**config.mk**
```make
export PLATFORM = sky130hd
export DESIGN_NAME = ahb_lite_decoder_mux
export DESIGN_NICKNAME = d
export VERILOG_FILES = /design/src/rtl/ahb_pkg.sv /design/src/rtl/ahb_wdog_cnt.sv /design/src/rtl/ahb_lite_decoder_mux.sv
export SDC_FILE = /design/constraint.sdc
export NUM_CORES = 1
export LEC_CHECK = 0
export BUFFER_PORTS_ARGS = -buffer_cell sky130_fd_sc_hd__buf_2
export CORE_AREA = 4 4 127 129
export DETAILED_ROUTE_END_ITERATION = 10
export DIE_AREA = 0 0 131 133
export GPL_TIMING_DRIVEN = 0
export PLACE_DENSITY = 0.61
export REMOVE_ABC_BUFFERS = 1
export SLEW_MARGIN = 15
export SYNTH_ARGS = -nofsm -noshare
export SYNTH_HDL_FRONTEND = slang
export SYNTH_HIERARCHICAL = 1
export SYNTH_SLANG_ARGS = --single-unit
```
**constraint.sdc**
```tcl
create_clock -name clk -period 3.5 [get_ports clk]
set_input_delay 0.175 -clock clk [delete_from_list [all_inputs] [get_ports clk]]
set_output_delay 0.175 -clock clk [all_outputs]
set_load 0.02 [all_outputs]
```
**src/rtl/ahb_pkg.sv**
```systemverilog
// Shared AHB-Lite types and constants for the single-master decoder/mux interconnect.
package ahb_pkg;

  typedef enum logic [1:0] {
    HT_IDLE   = 2'b00,
    HT_BUSY   = 2'b01,
    HT_NONSEQ = 2'b10,
    HT_SEQ    = 2'b11
  } htrans_t;

  localparam logic HRESP_OKAY  = 1'b0;
  localparam logic HRESP_ERROR = 1'b1;

  typedef enum logic [1:0] {
    ST_IDLE,
    ST_DATA,
    ST_ERR1,
    ST_ERR2
  } xbar_st_t;

  // Data-phase select is wide enough to hold every real slave index plus the default slave.
  localparam int DSEL_W = 5;
  localparam logic [DSEL_W-1:0] DEF_SLV = 5'd16;

endpackage

```
**src/rtl/ahb_wdog_cnt.sv**
```systemverilog
// Saturating wait-state counter for the active data phase; pulses trip on the last allowed wait.
module ahb_wdog_cnt #(
  parameter int TIMEOUT = 256
) (
  input  logic clk,
  input  logic reset,
  input  logic clear,
  input  logic inc,
  output logic trip
);

  localparam int CW = (TIMEOUT > 2) ? $clog2(TIMEOUT) : 1;
  localparam logic [CW-1:0] LAST = CW'((TIMEOUT > 0) ? TIMEOUT - 1 : 0);

  logic [CW-1:0] cnt;

  always_ff @(posedge clk or posedge reset) begin
    if (reset) begin
      cnt <= '0;
    end else if (clear) begin
      cnt <= '0;
    end else if (inc && (cnt != '1)) begin
      cnt <= cnt + CW'(1);
    end
  end

  // TIMEOUT of zero disables the watchdog entirely.
  assign trip = (TIMEOUT > 0) && inc && (cnt == LAST);

endmodule

```
**src/rtl/ahb_lite_decoder_mux.sv**
```systemverilog
// Single-master AHB-Lite interconnect: address decode, HSEL fan-out, response mux,
// built-in default slave and a shared wait-state watchdog that quarantines hung slaves.
module ahb_lite_decoder_mux
  import ahb_pkg::*;
#(
  parameter int NUM_SLV = 4,
  parameter int AW      = 32,
  parameter int DW      = 32,
  parameter int DEC_LSB = 12,
  parameter int DEC_W   = 4,
  parameter int TIMEOUT = 256
) (
  input  logic                  clk,
  input  logic                  reset,
  input  logic [AW-1:0]         m_haddr_i,
  input  logic [1:0]            m_htrans_i,
  input  logic                  m_hwrite_i,
  input  logic [2:0]            m_hsize_i,
  input  logic [2:0]            m_hburst_i,
  input  logic [3:0]            m_hprot_i,
  input  logic                  m_hmastlock_i,
  input  logic [DW-1:0]         m_hwdata_i,
  output logic                  m_hready_o,
  output logic                  m_hresp_o,
  output logic [DW-1:0]         m_hrdata_o,
  output logic [NUM_SLV-1:0]    s_hsel_o,
  output logic [AW-1:0]         s_haddr_o,
  output logic [1:0]            s_htrans_o,
  output logic                  s_hwrite_o,
  output logic [2:0]            s_hsize_o,
  output logic [2:0]            s_hburst_o,
  output logic [3:0]            s_hprot_o,
  output logic                  s_hmastlock_o,
  output logic [DW-1:0]         s_hwdata_o,
  output logic                  s_hreadyin_o,
  input  logic [NUM_SLV-1:0]    s_hreadyout_i,
  input  logic [NUM_SLV-1:0]    s_hresp_i,
  input  logic [NUM_SLV*DW-1:0] s_hrdata_i,
  output logic [NUM_SLV-1:0]    hung_o
);

  xbar_st_t            state, state_nx;
  logic [DSEL_W-1:0]   dsel;
  logic [NUM_SLV-1:0]  hung;
  logic [NUM_SLV-1:0]  dsel_hit;
  logic [DEC_W-1:0]    idx;
  logic                sel_valid;
  logic [DSEL_W-1:0]   target;
  logic                accept;
  logic                slv_ready;
  logic                slv_resp;
  logic [DW-1:0]       slv_rdata;
  logic                wd_inc;
  logic                wd_trip;

  assign s_haddr_o     = m_haddr_i;
  assign s_htrans_o    = m_htrans_i;
  assign s_hwrite_o    = m_hwrite_i;
  assign s_hsize_o     = m_hsize_i;
  assign s_hburst_o    = m_hburst_i;
  assign s_hprot_o     = m_hprot_i;
  assign s_hmastlock_o = m_hmastlock_i;
  assign s_hwdata_o    = m_hwdata_i;
  assign s_hreadyin_o  = m_hready_o;
  assign hung_o        = hung;

  assign idx = m_haddr_i[DEC_LSB +: DEC_W];

  // A hung slave is hidden from decode so its accesses fall through to the default slave.
  for (genvar g = 0; g < NUM_SLV; g++) begin : g_slv
    assign s_hsel_o[g] = (idx == DEC_W'(g)) && !hung[g];
    assign dsel_hit[g] = (dsel == DSEL_W'(g));
  end

  assign sel_valid = |s_hsel_o;
  assign target    = sel_valid ? DSEL_W'(idx) : DEF_SLV;
  assign accept    = m_hready_o && ((m_htrans_i == HT_NONSEQ) || (m_htrans_i == HT_SEQ));

  always_comb begin
    slv_ready = 1'b0;
    slv_resp  = HRESP_OKAY;
    slv_rdata = '0;
    for (int i = 0; i < NUM_SLV; i++) begin
      if (dsel_hit[i]) begin
        slv_ready = s_hreadyout_i[i];
        slv_resp  = s_hresp_i[i];
        slv_rdata = s_hrdata_i[i*DW +: DW];
      end
    end
  end

  always_comb begin
    m_hready_o = 1'b1;
    m_hresp_o  = HRESP_OKAY;
    m_hrdata_o = '0;
    case (state)
      ST_DATA: begin
        m_hready_o = slv_ready;
        m_hresp_o  = slv_resp;
        m_hrdata_o = slv_rdata;
      end
      ST_ERR1: begin
        m_hready_o = 1'b0;
        m_hresp_o  = HRESP_ERROR;
      end
      ST_ERR2: begin
        m_hready_o = 1'b1;
        m_hresp_o  = HRESP_ERROR;
      end
      default: ;
    endcase
  end

  assign wd_inc = (state == ST_DATA) && !slv_ready;

  ahb_wdog_cnt #(
    .TIMEOUT (TIMEOUT)
  ) u_wdog (
    .clk   (clk),
    .reset (reset),
    .clear (accept),
    .inc   (wd_inc),
    .trip  (wd_trip)
  );

  // ERR2 completes like any data phase, so a new address may be accepted during it.
  always_comb begin
    state_nx = state;
    case (state)
      ST_ERR1: state_nx = ST_ERR2;
      default: begin
        if (m_hready_o) begin
          if (accept) state_nx = sel_valid ? ST_DATA : ST_ERR1;
          else        state_nx = ST_IDLE;
        end else if (wd_trip) begin
          state_nx = ST_ERR1;
        end
      end
    endcase
  end

  always_ff @(posedge clk or posedge reset) begin
    if (reset) begin
      state <= ST_IDLE;
      dsel  <= '0;
    end else begin
      state <= state_nx;
      if (accept) dsel <= target;
    end
  end

  // Quarantine is released once the slave shows ready while it is not the active target.
  always_ff @(posedge clk or posedge reset) begin
    if (reset) begin
      hung <= '0;
    end else begin
      for (int i = 0; i < NUM_SLV; i++) begin
        if (wd_trip && dsel_hit[i])
          hung[i] <= 1'b1;
        else if (s_hreadyout_i[i] && ((state == ST_IDLE) || !dsel_hit[i]))
          hung[i] <= 1'b0;
      end
    end
  end

endmodule

```
==> metrics.md, run 1 <==
| Metric | Value |
|---|---|
| Fraction of registers with async set/reset | `1.00` |
| HP Class | `in2reg` |
| Power share of the clock group | `0.138` |
| # IOs | `337` |
| Internal Pwr Total | `0.000948 W` |
| Max Clk Rate | `353 MHz` |
| Synth Cell Area | `2780 µm²` |
| Setup bufs post-CTS | `0` |
| Register area share after synthesis | `0.171` |
| Via count | `2,753` |
| Comb power frac | `0.629` |
| # H-tree levels | `1` |
| XOR/XNOR share of the synthesized area | `0` |
| Kind of critical path | `reg2out` |
| 1st-iter DRT viols | `113` |
| Final Hold Fails | `0` |
| Area grow syn2layout | `23.2%` |
| Clk_lat worst skew | `0.25 ns` |
| TritonRoute pass-1 iters | `4` |
| Chip Height | `133 µm` |
| Largest family of logic cells by synthesized area | `multiplexers` |
| # hold bufs at CTS | `1` |
| Final period util | `0.809` |
| Clock skew | `0.00738 ns` |
| Count leader, synth | `buf_4` |
| CTS tree | `built` |
| DRC viols | `0` |
| Post-place setup slack | `0.657 ns` |
| WHS | `0.133 ns` |
| FILL cells | `1,651` |
| Synth Area in Adders | `0.00450` |
| Clk sinks | `19` |
| Initial Util | `0.185` |
| Pins over their slew limit | `0` |
| DRT Wirelength | `20,100 µm` |
| Post-layout minimum cycle time | `2.83 ns` |
| First-pass GRT wire length | `24,600 µm` |
| Total gr overflow | `0` |
| Leak Pwr | `1.71 nW` |
| Total die area | `17,400 µm²` |
| Sequential Area | `480 µm²` |
| Detailed placement HPWL | `18,300 µm` |
| Synthesized area per cell | `9.66 µm²` |
| Die Width | `131 µm` |
| Core area | `15,000 µm²` |
| Post-Syn Instances | `288` |
| CP endpoint kind | `output port` |
| Worst setup slack after layout | `0.667 ns` |
| Fin cells | `575` |
| Final setup vio count | `0` |
| Library cells used by synthesis | `53` |
| Max clock buf depth | `2` |
| Largest cells by area after synthesis | `mux4_2 (26%), buf_4 (22%), dfrtp_1 (17%), and3_1 (7.2%), nand2_1 (1.9%)` |
| Layout cells sized above 1 | `0.636` |
| Yosys top cell area share | `0.259` |
| Switch share | `0.450` |
| Syn. warnings | `6` |
| Sequential share of power | `0.233` |
| Cell taking the most area after synthesis | `mux4_2` |
| Commonest cells post-synth | `buf_4 (81), and3_1 (32), mux4_2 (32), dfrtp_1 (19), nand2_1 (14)` |
| Post-DR vias/cell | `4.79` |
| Crit path launch type | `flip-flop` |
| Antenna diodes | `0` |
| Maxcap violations | `0` |
| PostCTS Resize Cnt | `0` |
| Slew at the pin closest to its max-slew limit | `1.04 ns` |
| Dpl cells | `570` |
| WL per Instance | `34.9 µm` |
| Row Count | `45` |
| Final Wtd Congestion | `0.836` |
| Worst-path fanout max | `33` |
| Total negative setup slack | `0 ns` |
| EDFF count, synth | `0` |
| NetSw | `0.000775 W` |
| Final layout net count | `605` |
| I/O Buffers | `190` |
| RSZ-0062 raised after global routing | `false` |
| Critical Path RT | `3.32 ns` |
| Yosys reg bits | `19` |
| Largest net degree at the start of global routing | `44` |
| Antenna viol nets, final | `0` |
| Vias in the first global route | `2,626` |
| Complex-gate fraction of the synthesized area | `0.103` |
| Gr usage total | `0.216` |
| Top_reg_cell synth | `dfrtp_1` |
| Post-synthesis mux area share | `0.278` |
| Inserted Clock Buffers | `3` |
| Peak supply drop | `326 µV` |
| Synth Area in Simple Gates | `0.186` |
| Initial antenna violation count | `8` |
| Clock tree root driver cell | `clkbuf_16` |
| Crit path arrival time | `2.66 ns` |
| Pwr Density | `503 nW/µm²` |
| Clk slew on worst S/H paths | `0.06 ns` |
| Footprint of the multi-input gates | `1600 µm²` |
| Status | `finished, final reports clean` |
| Max_slew headroom | `0.309` |
-- sequential cells by signal, summed over array words and instances (netlist names) --
register / flops
state: 2
dsel: 5
hung_o: 4
u_wdog/cnt: 8
-- power by group through the flow --
stage	registers (W)	logic, W	clock network [W]
2_1_floorplan	0.000374	0.000720	0
3_3_place_gp	0.000430	0.00106	0
3_5_place_dp	0.000411	0.00110	0
4_1_cts	0.000408	0.00110	0.000245
5_1_grt	0.000420	0.00117	0.000257
6_report	0.000402	0.00108	0.000238
-- through the flow --
step	util	total power, W	instance area [µm²]
floorplan	-	0.00109	2100
global placement	0.218	0.00149	3280
detailed placement	0.222	0.00151	3340
CTS	0.228	0.00176	3430
global route	0.228	0.00185	3430
finish	0.228	0.00172	3430
-- placed cells by master, fill, tap and decap left out, drive strengths merged, types with 2 or more instances in the layout --
cell type / Yosys / routed
a211oi: 3 / 3
a21boi: 3 / 3
a21oi: 11 / 11
and3: 34 / 34
and4: 2 / 2
buf: 88 / 192
clkbuf: 10 / 3
dfrtp: 19 / 19
inv: 8 / 8
mux2: 3 / 3
mux4: 32 / 32
nand2: 14 / 14
nand2b: 5 / 5
nand3: 4 / 4
nand4: 2 / 2
nor2: 9 / 9
nor2b: 5 / 5
nor3: 4 / 4
nor3b: 2 / 2
o21ai: 9 / 9
o22ai: 2 / 2
o41ai: 3 / 3
or3: 3 / 3
-- metal layers --
layer,up-vias,GRT usage,part of all wire
met4,10,0.0451,0.026
met5,-,0.0471,0.0028
met3,24,0.243,0.24
li1,1186,-,-
met2,306,0.348,0.46
met1,1227,0.170,0.27
-- worst paths after layout --
| kind | start | end | slack (ns) | cells after the start |
|---|---|---|---|---|
| max in group asynchronous | reset | dsel[0] | 2.63 | 3 |
| setup / recovery | state[1] | s_hreadyin_o | 0.67 | 6 |
| min in group asynchronous | reset | u_wdog/cnt[5] | 0.44 | 3 |
| hold reg to reg | u_wdog/cnt[5] | u_wdog/cnt[5] | 0.52 | 1 |
| hold / removal | s_hreadyout_i[1] | hung_o[1] | 0.13 | 2 |
| setup reg to reg | state[1] | hung_o[0] | 0.70 | 6 |
-- critical path, stage by stage (launching register included) --
cell and delay [ns]:
dfrtp_1 0.42, and2b_1 0.89, o21ai_2 0.12, a21oi_2 0.50, nand2b_4 0.27, inv_2 0.05
buf_2 0.15
-- cell families after synthesis --
logic type                 count (synthesis)
AOI/OAI and AO/OA                         39
muxes                                     36
and+or+nand+nor                           87
DFF                                       19
adders and majority gates                  1
buffers and inverters                    106
-- final cells by class --
type                    instances  area share
repair buffers                193       0.293
well taps                     188      0.0687
flip-flops and latches         19       0.140
multi-input cells             163       0.466
inverters                       8     0.00877
clock inverters                 1     0.00146
clock buffers                   3      0.0219
(Power assumes the default switching activity.)
==> run 2: changes to the inputs <==
==> constraint.sdc (replaced) <==
create_clock -name clk -period 2.9 [get_ports clk]
set_input_delay 0.145 -clock clk [delete_from_list [all_inputs] [get_ports clk]]
set_output_delay 0.145 -clock clk [all_outputs]
set_load 0.02 [all_outputs]
==> run 2 against run 1 <==
Cell area about the same. Critical path depth did not move. Combinational power is 21% higher. Die area did not move. Register-to-register slack got worse by 0.27 ns. Critical path type unchanged. Critical endpoint unchanged. Largest cell class unchanged. Largest power group unchanged. Highest routed layer unchanged.
==> metrics.md, run 2 (synthesis results as in run 1) <==
| Metric | Value |
|---|---|
| Initial Util | `0.185 (unchanged)` |
| Detailed placement HPWL | `18,300 µm (unchanged)` |
| Final layout net count | `605 (unchanged)` |
| Crit path launch type | `flip-flop` |
| Post-layout minimum cycle time | `2.48 ns` |
| RSZ-0062 raised after global routing | `false` |
| Most flop-heavy register | `u_wdog/cnt` |
| Commonest non-fill, non-tap cell in the layout | `buf_2` |
| Core area | `15,000 µm² (unchanged)` |
| Kind of critical path | `reg2out` |
| Antenna viol nets, final | `0 (unchanged)` |
| DRT Wirelength | `20,100 µm (about the same)` |
| Most frequent cells in the layout | `buf_2 (190), mux4_2 (32), and3_1 (32), dfrtp_1 (17), nand2_1 (14)` |
| Max stage delay on crit path | `0.59 ns (-0.30 ns)` |
| Maxcap violations | `0 (unchanged)` |
| Gr usage total | `0.216 (unchanged)` |
| Worst Min Path Start | `s_hreadyout_i[1]` |
| CTS tree | `built` |
| Pwr Density | `608 nW/µm² (+21%)` |
| Leak Pwr | `1.71 nW (about the same)` |
| First-pass GRT wire length | `24,600 µm (unchanged)` |
| 1st-iter DRT viols | `113 (unchanged)` |
| Crit path launch | `state[1]` |
| Total negative setup slack | `0 ns (unchanged)` |
| # H-tree levels | `1 (unchanged)` |
| Max_slew headroom | `0.501 (+0.192)` |
| I/O Buffers | `190 (unchanged)` |
| Total gr overflow | `0 (unchanged)` |
| Pins over their slew limit | `0 (unchanged)` |
| Inserted Clock Buffers | `3 (unchanged)` |
| Slowest-stage cell, CP | `and2b_2` |
| Clk slew on worst S/H paths | `0.06 ns (about the same)` |
| Antenna diodes | `0 (unchanged)` |
| Die Width | `131 µm (unchanged)` |
| Setup bufs post-CTS | `0 (unchanged)` |
| Chip Height | `133 µm (unchanged)` |
| Largest net degree at the start of global routing | `44 (unchanged)` |
| # IOs | `337 (unchanged)` |
| Clock skew | `0.00644 ns (-0.000943 ns)` |
| Max clock buf depth | `2 (unchanged)` |
| Post-place setup slack | `0.0574 ns (-0.600 ns)` |
| WL per Instance | `34.9 µm (about the same)` |
| Layout cells sized above 1 | `0.638 (+0.00258)` |
| Final setup vio count | `0 (unchanged)` |
| CP endpoint kind | `output port` |
| WHS | `0.102 ns (-0.0302 ns)` |
| Area grow syn2layout | `23.2% (about the same)` |
| Post-DR vias/cell | `4.79 (+0.15%)` |
| TritonRoute pass-1 iters | `4 (unchanged)` |
| Crit Reg-Reg Startpoint | `state[1]` |
| Via count | `2,757 (+0.15%)` |
| Footprint of the multi-input gates | `1600 µm² (about the same)` |
| Final Wtd Congestion | `0.836 (unchanged)` |
| Crit path arrival time | `2.33 ns (-0.33 ns)` |
| Clk_lat worst skew | `0.25 ns (about the same)` |
| Clk sinks | `19 (unchanged)` |
| Row Count | `45 (unchanged)` |
| Slew at the pin closest to its max-slew limit | `0.749 ns (-0.288 ns)` |
| Final Hold Fails | `0 (unchanged)` |
| FILL cells | `1,651 (unchanged)` |
| DRC viols | `0 (unchanged)` |
| Largest register FFs | `8 (unchanged)` |
| Total die area | `17,400 µm² (unchanged)` |
| Vias in the first global route | `2,626 (unchanged)` |
| Peak supply drop | `397 µV (+22%)` |
| Worst setup slack after layout | `0.423 ns (-0.244 ns)` |
| Final period util | `0.854` |
| Critical Path RT | `2.76 ns (-0.56 ns)` |
| HP Class | `in2reg` |
| Status | `finished, final reports clean` |
| Cells along the critical path | `and2b_2, o21ai_2, a21oi_2, nand2b_4, inv_2, buf_2` |
| Clock tree root driver cell | `clkbuf_16` |
| Sequential Area | `480 µm² (unchanged)` |
| Initial antenna violation count | `8 (unchanged)` |
| Worst-path fanout max | `33 (unchanged)` |
| Max Clk Rate | `404 MHz` |
-- run 2: cell type report --
| type | count | area share |
|---|---|---|
| inverter | 8 | 0.00876 |
| timing repair buffer | 193 | 0.293 |
| clock inverter | 1 | 0.00146 |
| multi-input combinational | 163 | 0.466 |
| clock buffer | 3 | 0.0219 |
| sequential | 19 | 0.140 |
| tap | 188 | 0.0686 |
-- run 2: final timing paths --
path                            slack (ns)  cells after the start             to
min in group asynchronous             0.41                      3  u_wdog/cnt[5]
worst min register to register        0.52                      1  u_wdog/cnt[5]
worst max register to register        0.43                      6      hung_o[0]
max in group asynchronous             2.06                      3        dsel[0]
worst max-delay path                  0.42                      6   s_hreadyin_o
worst min-delay path                  0.10                      2      hung_o[1]
-- run 2: what timing repair did --
item                                    in CTS  in global routing
endpoints found under the setup margin       0                  5
hold endpoints to repair                    19                  0
hold buffers                                 1                  0
resized for setup                            0                  1
-- run 2: power breakdown --
group | switching [W] | internal, W | total (W)
Sequential | 0.000178 | 0.000306 | 0.000485
Clock | 0.000105 | 0.000185 | 0.000290
Combinational | 0.000653 | 0.000655 | 0.00131
Total | 0.000936 | 0.00115 | 0.00208
-- run 2: metrics by stage --
step | std cells | power [W] | util | cell area [µm²]
final | 575 | 0.00208 | 0.228 | 3430
after global routing | 575 | 0.00223 | 0.228 | 3430
after CTS | 575 | 0.00212 | 0.228 | 3430
after detailed placement | 570 | 0.00183 | 0.222 | 3340
after global placement | 568 | 0.00179 | 0.218 | 3280
after floorplan | 190 | 0.00132 | - | 2100
-- run 2: worst max-delay path: cells and delay by family, from the launching register on --
kind                   cells  cell delay (ns)
buffers and inverters      2             0.20
and+or+nand+nor            2             0.86
AOI/OAI and AO/OA          2             0.59
DFF                        1             0.42
-- run 2: per-layer routing --
metal,vias up,GRT usage,wire (µm)
li1,1186,-,-
met1,1229,0.170,5510
met2,308,0.348,9200
met3,24,0.243,4810
met4,10,0.0451,515
met5,-,0.0471,50
